### config.mk
export PLATFORM = sky130hd
export DESIGN_NAME = vga_pattern_gen_flat
export DESIGN_NICKNAME = d
export VERILOG_FILES = /design/src/rtl/vga_pkg.sv /design/src/rtl/vga_pattern_gen_if.sv /design/src/rtl/box_mover.sv /design/src/rtl/vga_pattern_gen.sv /design/src/flat_wrapper.sv
export SDC_FILE = /design/constraint.sdc
export NUM_CORES = 1
export LEC_CHECK = 0
export ABC_CLOCK_PERIOD_IN_PS = 4200
export CAP_MARGIN = 20
export CORE_AREA = 3 3 95 97
export DETAILED_ROUTE_END_ITERATION = 12
export DIE_AREA = 0 0 98 100
export PLACE_DENSITY = 0.7
export SYNTH_ARGS = -nofsm -noshare
export SYNTH_HDL_FRONTEND = slang
export SYNTH_SLANG_ARGS = --single-unit
### constraint.sdc
create_clock -name clk -period 4.2 [get_ports clk]
set_clock_uncertainty 0.2 [all_clocks]
set_input_delay 0.84 -clock clk [delete_from_list [all_inputs] [get_ports clk]]
set_output_delay 0.84 -clock clk [all_outputs]
set_load 0.005 [all_outputs]
### src/rtl/vga_pkg.sv
// Shared types and constants for the VGA pattern stage: pattern modes,
// default 640x480 geometry and the colour values the patterns are built from.
package vga_pkg;

  typedef enum logic [1:0] {
    MODE_SOLID = 2'd0,
    MODE_BARS  = 2'd1,
    MODE_CHECK = 2'd2,
    MODE_BOX   = 2'd3
  } pattern_mode_t;

  typedef struct packed {
    logic [3:0] r;
    logic [3:0] g;
    logic [3:0] b;
  } rgb_t;

  localparam int DEF_H_ACTIVE = 640;
  localparam int DEF_V_ACTIVE = 480;
  localparam int DEF_BOX_SIZE = 32;

  localparam logic [3:0] COL_F = 4'hF;
  localparam logic [3:0] COL_0 = 4'h0;

  localparam rgb_t RGB_BLACK = '{r: COL_0, g: COL_0, b: COL_0};
  localparam rgb_t RGB_WHITE = '{r: COL_F, g: COL_F, b: COL_F};
  localparam rgb_t RGB_GREEN = '{r: COL_0, g: COL_F, b: COL_0};
  localparam rgb_t RGB_BLUE  = '{r: COL_0, g: COL_0, b: COL_F};

endpackage

### src/rtl/vga_pattern_gen_if.sv
// Timing strobes in from the VGA timing generator and pixel/sync pins out.
// master = timing source/board side, slave = the pattern generator.
interface vga_pattern_gen_if;
  logic [1:0] mode_in;
  logic       de_in;
  logic       h_sync_in;
  logic       v_sync_in;
  logic [3:0] red;
  logic [3:0] green;
  logic [3:0] blue;
  logic       h_sync_out;
  logic       v_sync_out;
  logic       de_out;
  logic       frame_tick;

  modport master (
    output mode_in, de_in, h_sync_in, v_sync_in,
    input  red, green, blue, h_sync_out, v_sync_out, de_out, frame_tick
  );

  modport slave (
    input  mode_in, de_in, h_sync_in, v_sync_in,
    output red, green, blue, h_sync_out, v_sync_out, de_out, frame_tick
  );
endinterface

### src/rtl/box_mover.sv
// Bouncing box origin: each step moves bx/by one pixel; at a limit the axis
// reverses and steps back in the same update (no dwell at the edge).
module box_mover #(
  parameter int H_ACTIVE = 640,
  parameter int V_ACTIVE = 480,
  parameter int BOX_SIZE = 32,
  parameter int XW       = 10,
  parameter int YW       = 9
) (
  input  logic          clk,
  input  logic          rst,
  input  logic          i_step,
  output logic [XW-1:0] o_bx,
  output logic [YW-1:0] o_by
);
  localparam logic [XW-1:0] X_MAX = XW'(H_ACTIVE - BOX_SIZE);
  localparam logic [YW-1:0] Y_MAX = YW'(V_ACTIVE - BOX_SIZE);

  logic [XW-1:0] r_bx;
  logic [YW-1:0] r_by;
  logic          r_dx_pos;
  logic          r_dy_pos;

  always_ff @(posedge clk) begin
    if (rst) begin
      r_bx     <= '0;
      r_by     <= '0;
      r_dx_pos <= 1'b1;
      r_dy_pos <= 1'b1;
    end else if (i_step) begin
      if (r_dx_pos) begin
        if (r_bx == X_MAX) begin
          r_dx_pos <= 1'b0;
          r_bx     <= r_bx - XW'(1);
        end else begin
          r_bx <= r_bx + XW'(1);
        end
      end else if (r_bx == '0) begin
        r_dx_pos <= 1'b1;
        r_bx     <= r_bx + XW'(1);
      end else begin
        r_bx <= r_bx - XW'(1);
      end

      if (r_dy_pos) begin
        if (r_by == Y_MAX) begin
          r_dy_pos <= 1'b0;
          r_by     <= r_by - YW'(1);
        end else begin
          r_by <= r_by + YW'(1);
        end
      end else if (r_by == '0) begin
        r_dy_pos <= 1'b1;
        r_by     <= r_by + YW'(1);
      end else begin
        r_by <= r_by - YW'(1);
      end
    end
  end

  assign o_bx = r_bx;
  assign o_by = r_by;

endmodule

### src/rtl/vga_pattern_gen.sv
// Test-pattern pixel stage: recovers x/y from DE/sync strobes and emits one of
// four patterns, with syncs and DE re-registered so everything lands together.
module vga_pattern_gen
  import vga_pkg::*;
#(
  parameter int H_ACTIVE = DEF_H_ACTIVE,
  parameter int V_ACTIVE = DEF_V_ACTIVE,
  parameter bit SYNC_POL = 1'b0,
  parameter int BOX_SIZE = DEF_BOX_SIZE
) (
  input logic              clk,
  input logic              rst,
  vga_pattern_gen_if.slave vga
);
  localparam int XW    = $clog2(H_ACTIVE);
  localparam int YW    = $clog2(V_ACTIVE);
  localparam int BAR_W = H_ACTIVE / 8;
  localparam int BW    = $clog2(BAR_W);

  function automatic logic [XW-1:0] sat_inc_x(input logic [XW-1:0] v);
    return (v == XW'(H_ACTIVE - 1)) ? v : v + XW'(1);
  endfunction

  function automatic logic [YW-1:0] sat_inc_y(input logic [YW-1:0] v);
    return (v == YW'(V_ACTIVE - 1)) ? v : v + YW'(1);
  endfunction

  logic          r_de_prev;
  logic          r_vs_prev;
  logic [XW-1:0] r_x;
  logic [YW-1:0] r_y;
  logic [2:0]    r_bar;
  logic [BW-1:0] r_bcnt;
  pattern_mode_t r_mode;

  logic          w_fs;
  logic          w_de_fall;
  logic [XW-1:0] w_x;
  logic [2:0]    w_bar;
  logic [2:0]    w_c;
  logic [BW-1:0] w_bcnt;
  logic [XW-1:0] w_bx;
  logic [YW-1:0] w_by;
  logic          w_in_box;
  rgb_t          w_pix;

  rgb_t          r_pix_p1;
  logic          r_de_p1;
  logic          r_hs_p1;
  logic          r_vs_p1;
  logic          r_tick_p1;

  box_mover #(
    .H_ACTIVE(H_ACTIVE),
    .V_ACTIVE(V_ACTIVE),
    .BOX_SIZE(BOX_SIZE),
    .XW      (XW),
    .YW      (YW)
  ) u_box (
    .clk   (clk),
    .rst   (rst),
    .i_step(w_fs),
    .o_bx  (w_bx),
    .o_by  (w_by)
  );

  // Stage p0: coordinates and bar position of the pixel presented this cycle
  always_comb begin
    w_fs      = (vga.v_sync_in == SYNC_POL) && (r_vs_prev != SYNC_POL);
    w_de_fall = r_de_prev && !vga.de_in;
    w_x       = '0;
    w_bar     = '0;
    w_bcnt    = '0;
    if (r_de_prev) begin
      w_x = sat_inc_x(r_x);
      if (r_bcnt == BW'(BAR_W - 1)) begin
        w_bar = (r_bar == 3'd7) ? r_bar : r_bar + 3'd1;
      end else begin
        w_bcnt = r_bcnt + BW'(1);
        w_bar  = r_bar;
      end
    end

    w_c      = ~w_bar;
    w_in_box = (int'(w_x) >= int'(w_bx)) && (int'(w_x) < int'(w_bx) + BOX_SIZE) &&
               (int'(r_y) >= int'(w_by)) && (int'(r_y) < int'(w_by) + BOX_SIZE);

    w_pix = RGB_BLACK;
    unique case (r_mode)
      MODE_SOLID: w_pix = RGB_WHITE;
      MODE_BARS:  w_pix = '{r: w_c[2] ? COL_F : COL_0,
                            g: w_c[1] ? COL_F : COL_0,
                            b: w_c[0] ? COL_F : COL_0};
      MODE_CHECK: w_pix = (w_x[5] ^ r_y[5]) ? RGB_WHITE : RGB_BLACK;
      MODE_BOX:   w_pix = w_in_box ? RGB_GREEN : RGB_BLUE;
    endcase
    if (!vga.de_in) w_pix = RGB_BLACK;
  end

  // Stage p1: registered pixel, strobes and frame pulse
  always_ff @(posedge clk) begin
    if (rst) begin
      r_de_prev <= 1'b0;
      r_vs_prev <= ~SYNC_POL;
      r_x       <= '0;
      r_y       <= '0;
      r_bar     <= '0;
      r_bcnt    <= '0;
      r_mode    <= MODE_SOLID;
      r_pix_p1  <= RGB_BLACK;
      r_de_p1   <= 1'b0;
      r_hs_p1   <= ~SYNC_POL;
      r_vs_p1   <= ~SYNC_POL;
      r_tick_p1 <= 1'b0;
    end else begin
      r_de_prev <= vga.de_in;
      r_vs_prev <= vga.v_sync_in;
      if (vga.de_in) begin
        r_x    <= w_x;
        r_bar  <= w_bar;
        r_bcnt <= w_bcnt;
      end
      // A frame start on the same cycle as a DE falling edge clears y
      if (w_fs) begin
        r_y    <= '0;
        r_mode <= pattern_mode_t'(vga.mode_in);
      end else if (w_de_fall) begin
        r_y <= sat_inc_y(r_y);
      end
      r_pix_p1  <= w_pix;
      r_de_p1   <= vga.de_in;
      r_hs_p1   <= vga.h_sync_in;
      r_vs_p1   <= vga.v_sync_in;
      r_tick_p1 <= w_fs;
    end
  end

  assign vga.red        = r_pix_p1.r;
  assign vga.green      = r_pix_p1.g;
  assign vga.blue       = r_pix_p1.b;
  assign vga.de_out     = r_de_p1;
  assign vga.h_sync_out = r_hs_p1;
  assign vga.v_sync_out = r_vs_p1;
  assign vga.frame_tick = r_tick_p1;

endmodule

### src/flat_wrapper.sv
// flat-port wrapper written by rule: the top's interface ports become plain ports
module vga_pattern_gen_flat import vga_pkg::*;
#(
  parameter int H_ACTIVE = DEF_H_ACTIVE,
  parameter int V_ACTIVE = DEF_V_ACTIVE,
  parameter bit SYNC_POL = 1'b0,
  parameter int BOX_SIZE = DEF_BOX_SIZE
)
  (clk, rst, vga_mode_in, vga_de_in, vga_h_sync_in, vga_v_sync_in, vga_red, vga_green, vga_blue, vga_h_sync_out, vga_v_sync_out, vga_de_out, vga_frame_tick);
  vga_pattern_gen_if vga_i ();
  input logic clk;
  input logic rst;
  input wire logic [$bits(vga_i.mode_in)-1:0] vga_mode_in;
  input wire logic [$bits(vga_i.de_in)-1:0] vga_de_in;
  input wire logic [$bits(vga_i.h_sync_in)-1:0] vga_h_sync_in;
  input wire logic [$bits(vga_i.v_sync_in)-1:0] vga_v_sync_in;
  output wire logic [$bits(vga_i.red)-1:0] vga_red;
  output wire logic [$bits(vga_i.green)-1:0] vga_green;
  output wire logic [$bits(vga_i.blue)-1:0] vga_blue;
  output wire logic [$bits(vga_i.h_sync_out)-1:0] vga_h_sync_out;
  output wire logic [$bits(vga_i.v_sync_out)-1:0] vga_v_sync_out;
  output wire logic [$bits(vga_i.de_out)-1:0] vga_de_out;
  output wire logic [$bits(vga_i.frame_tick)-1:0] vga_frame_tick;
  assign vga_i.mode_in = vga_mode_in;
  assign vga_i.de_in = vga_de_in;
  assign vga_i.h_sync_in = vga_h_sync_in;
  assign vga_i.v_sync_in = vga_v_sync_in;
  assign vga_red = vga_i.red;
  assign vga_green = vga_i.green;
  assign vga_blue = vga_i.blue;
  assign vga_h_sync_out = vga_i.h_sync_out;
  assign vga_v_sync_out = vga_i.v_sync_out;
  assign vga_de_out = vga_i.de_out;
  assign vga_frame_tick = vga_i.frame_tick;
  vga_pattern_gen #(.H_ACTIVE(H_ACTIVE), .V_ACTIVE(V_ACTIVE), .SYNC_POL(SYNC_POL), .BOX_SIZE(BOX_SIZE)) u_core (.clk(clk), .rst(rst), .vga(vga_i));
endmodule
==> results_dict.tcl <==
set metrics [dict create \
    routed_wl_um 9300 \
    clock_path_buffers 2 \
    grt_max_degree 26 \
    syn_area_per_cell_sq_um 8.09 \
    fin_crit_ns 3.26 \
    end_kind "flip-flop" \
    dp_cells 613 \
    fin_util 0.559 \
    synthFlopType "dfxtp_1" \
    power.density_mw_per_mm2 291 \
    grt_usage 0.197 \
    drtAntennaViolNets 0 \
    synth_fp_nets 559 \
    start_util 0.504 \
    syn_inst 512 \
    rsz0062_at_grt "no" \
    hold_path_class "flip-flop to flip-flop" \
    seq_area_frac_synth 0.285 \
    whs_ns 0.298 \
    synthTopCellsByCount "59 x dfxtp_1, 50 x nor2_1, 40 x ha_1" \
    setup_tns_ns 0 \
    synth-edff-count 0 \
    drc 0 \
    fillers 770 \
    crit_fanout 15 \
    drt_iter0_drc 170 \
    cp.required_ns 4.24 \
    place_ws_ns 1.02 \
    setup_slack_ns 0.938 \
    slew_viol_final 0 \
    post_cts_buffers 0 \
    ys_ff_latch 59 \
    finalHoldViolCount 0 \
    cts.hold.buffers_added 0 \
    status "finished, final reports clean" \
    first_global_vias 3548 \
    num_vias 3674 \
    rows 33 \
    cts_tree "built" \
    drtPass1Iterations 4 \
    ys_types 62 \
    port_buffers 22 \
    cts_sinks 59 \
    dp_hpwl_um 6890 \
    worst_slew_pin_slew_ns 0.486 \
    pin_count 23 \
    core_sq_mm 0.00822 \
    path_class "flip-flop to flip-flop" \
    synth_top_area_cell "dfxtp_1" \
    clk_pin_slew_worst_paths_ns 0.08 \
    viasPerCell 5.84 \
    yosysMostFrequentCell "dfxtp_1" \
    overflow 0 \
    wire_per_inst_um 14.8 \
    die_h_um 100 \
    clock_latency_ns 0.34 \
    yosys_warnings 0 \
    dieArea_sq_mm 0.00980 \
    maxCapViolCount 0 \
    cp-start-kind "flip-flop" \
    grt_pass1_wl_um 16200 \
    fmax_mhz 307 \
    setup_viol 0 \
    cts.repair.resized 0 \
    ir_drop_mv 0.164 \
    final_cell_area_sq_mm 0.00459 \
    nNetsFinal 566 \
    p_leak_nw 1.77 \
    crit_arrival_ns 3.30 \
    antenna_found_initial 0 \
    diodes 0 \
    yosys.area.top_type_share 0.285 \
    finalCritPeriodShare 0.777 \
    slew_headroom 0.673 \
    power_mw 1.34 \
    fin_cells 629 \
    die_w_um 98 \
    cts_buffers 9 \
    areaGrowthSynthToFinish_pct 11.0 \
    async_flop_share 0 \
    placed_area_sq_mm 0.00437 \
    synthTopCellsByArea "dfxtp_1 29%, ha_1 12%, xnor2_1 4.7%, nor2_1 4.5%, mux2i_1 4.4%" \
    gp_congestion 0.862 \
    syn_area_sq_mm 0.00414 \
    final_layout_size_suffix_gt1_frac 0.0630 \
    cts_htree_levels 3 \
    root_buffer "clkbuf_8" \
]
-- flip-flops by register name, summed over array words and instances (netlist names) --
register / cells
u_core.r_bar: 3
u_core.r_bcnt: 7
u_core.r_de_prev: 1
u_core.r_mode: 2
u_core.r_vs_prev: 1
u_core.r_x: 10
u_core.r_y: 9
u_core.u_box.o_bx: 10
u_core.u_box.o_by: 9
u_core.u_box.r_dx_pos: 1
u_core.u_box.r_dy_pos: 1
u_core.vga.blue: 1
u_core.vga.frame_tick: 1
u_core.vga.green: 1
u_core.vga.h_sync_out: 1
u_core.vga.red: 1
-- worst paths after layout --
check,startpoint,endpoint,slack [ns],depth (start not counted)
setup / recovery,u_core.r_de_prev$_SDFF_PP0_,u_core.vga.green[2]$_SDFF_PP0_,0.94,9
hold reg to reg,u_core.r_bcnt[5]$_SDFFE_PP0P_,u_core.r_bcnt[5]$_SDFFE_PP0P_,0.30,2
setup reg to reg,u_core.r_de_prev$_SDFF_PP0_,u_core.vga.green[2]$_SDFF_PP0_,0.94,9
hold / removal,u_core.r_bcnt[5]$_SDFFE_PP0P_,u_core.r_bcnt[5]$_SDFFE_PP0P_,0.30,2
-- routing by layer --
metal	global-route usage	up-vias	wire [um]
li1	-	1856	-
met2	0.333	66	4580
met4	0.0809	0	178
met3	0.0292	19	271
met1	0.254	1733	4280
met5	0	-	0
-- area by class of cell --
type                    instances  area, sq um  share of cell area
multi-input cells             391         2680               0.583
flip-flops and latches         59         1180               0.257
clock inverters                 7          100              0.0218
clock buffers                   9          124              0.0270
well taps                     105          131              0.0286
inverters                      30          113              0.0245
repair buffers                 28          265              0.0577
-- report_power, final --
part	switching [mW]	leakage [nW]	internal, mW
sequential	0.0197	0.479	0.571
clock	0.261	0.114	0.339
combinational	0.0784	1.18	0.0684
-- cells by family (layout without fill, tap and decap cells) --
logic type	count (synthesis)	in the layout	synth area share
mux	19	19	0.0462
compound gates	110	110	0.183
simple gates	194	194	0.238
flops	59	59	0.285
xor+xnor	28	28	0.0592
buf+inv	62	74	0.0674
fa+ha+maj	40	40	0.121
-- cell usage in the layout, fill, tap and decap left out, types with 4 or more instances in the layout --
master	count
a211o_1	4
a211oi_1	8
a21o_1	6
a21oi_1	33
a31oi_1	8
and2_1	5
and3_1	9
buf_4	6
clkbuf_8	9
clkdlybuf4s50_1	22
dfxtp_1	59
ha_1	40
inv_1	29
mux2i_1	18
nand2_1	38
nand2b_1	5
nand3_1	22
nand4_1	19
nor2_1	50
nor2b_1	5
nor3_1	10
nor4_1	6
o21ai_0	18
or2_2	4
or3_1	7
xnor2_1	22
xor2_1	6
-- worst max-delay path, stage by stage (launching register included) --
cell	delay [ns]
dfxtp_1	0.62
clkinv_1	0.41
nor3_1	0.48
ha_1	0.33
a21o_1	0.16
a21oi_1	0.22
o2111ai_1	0.16
a31oi_1	0.24
nor4_1	0.11
a22o_1	0.22
(Power assumes the default switching activity.)
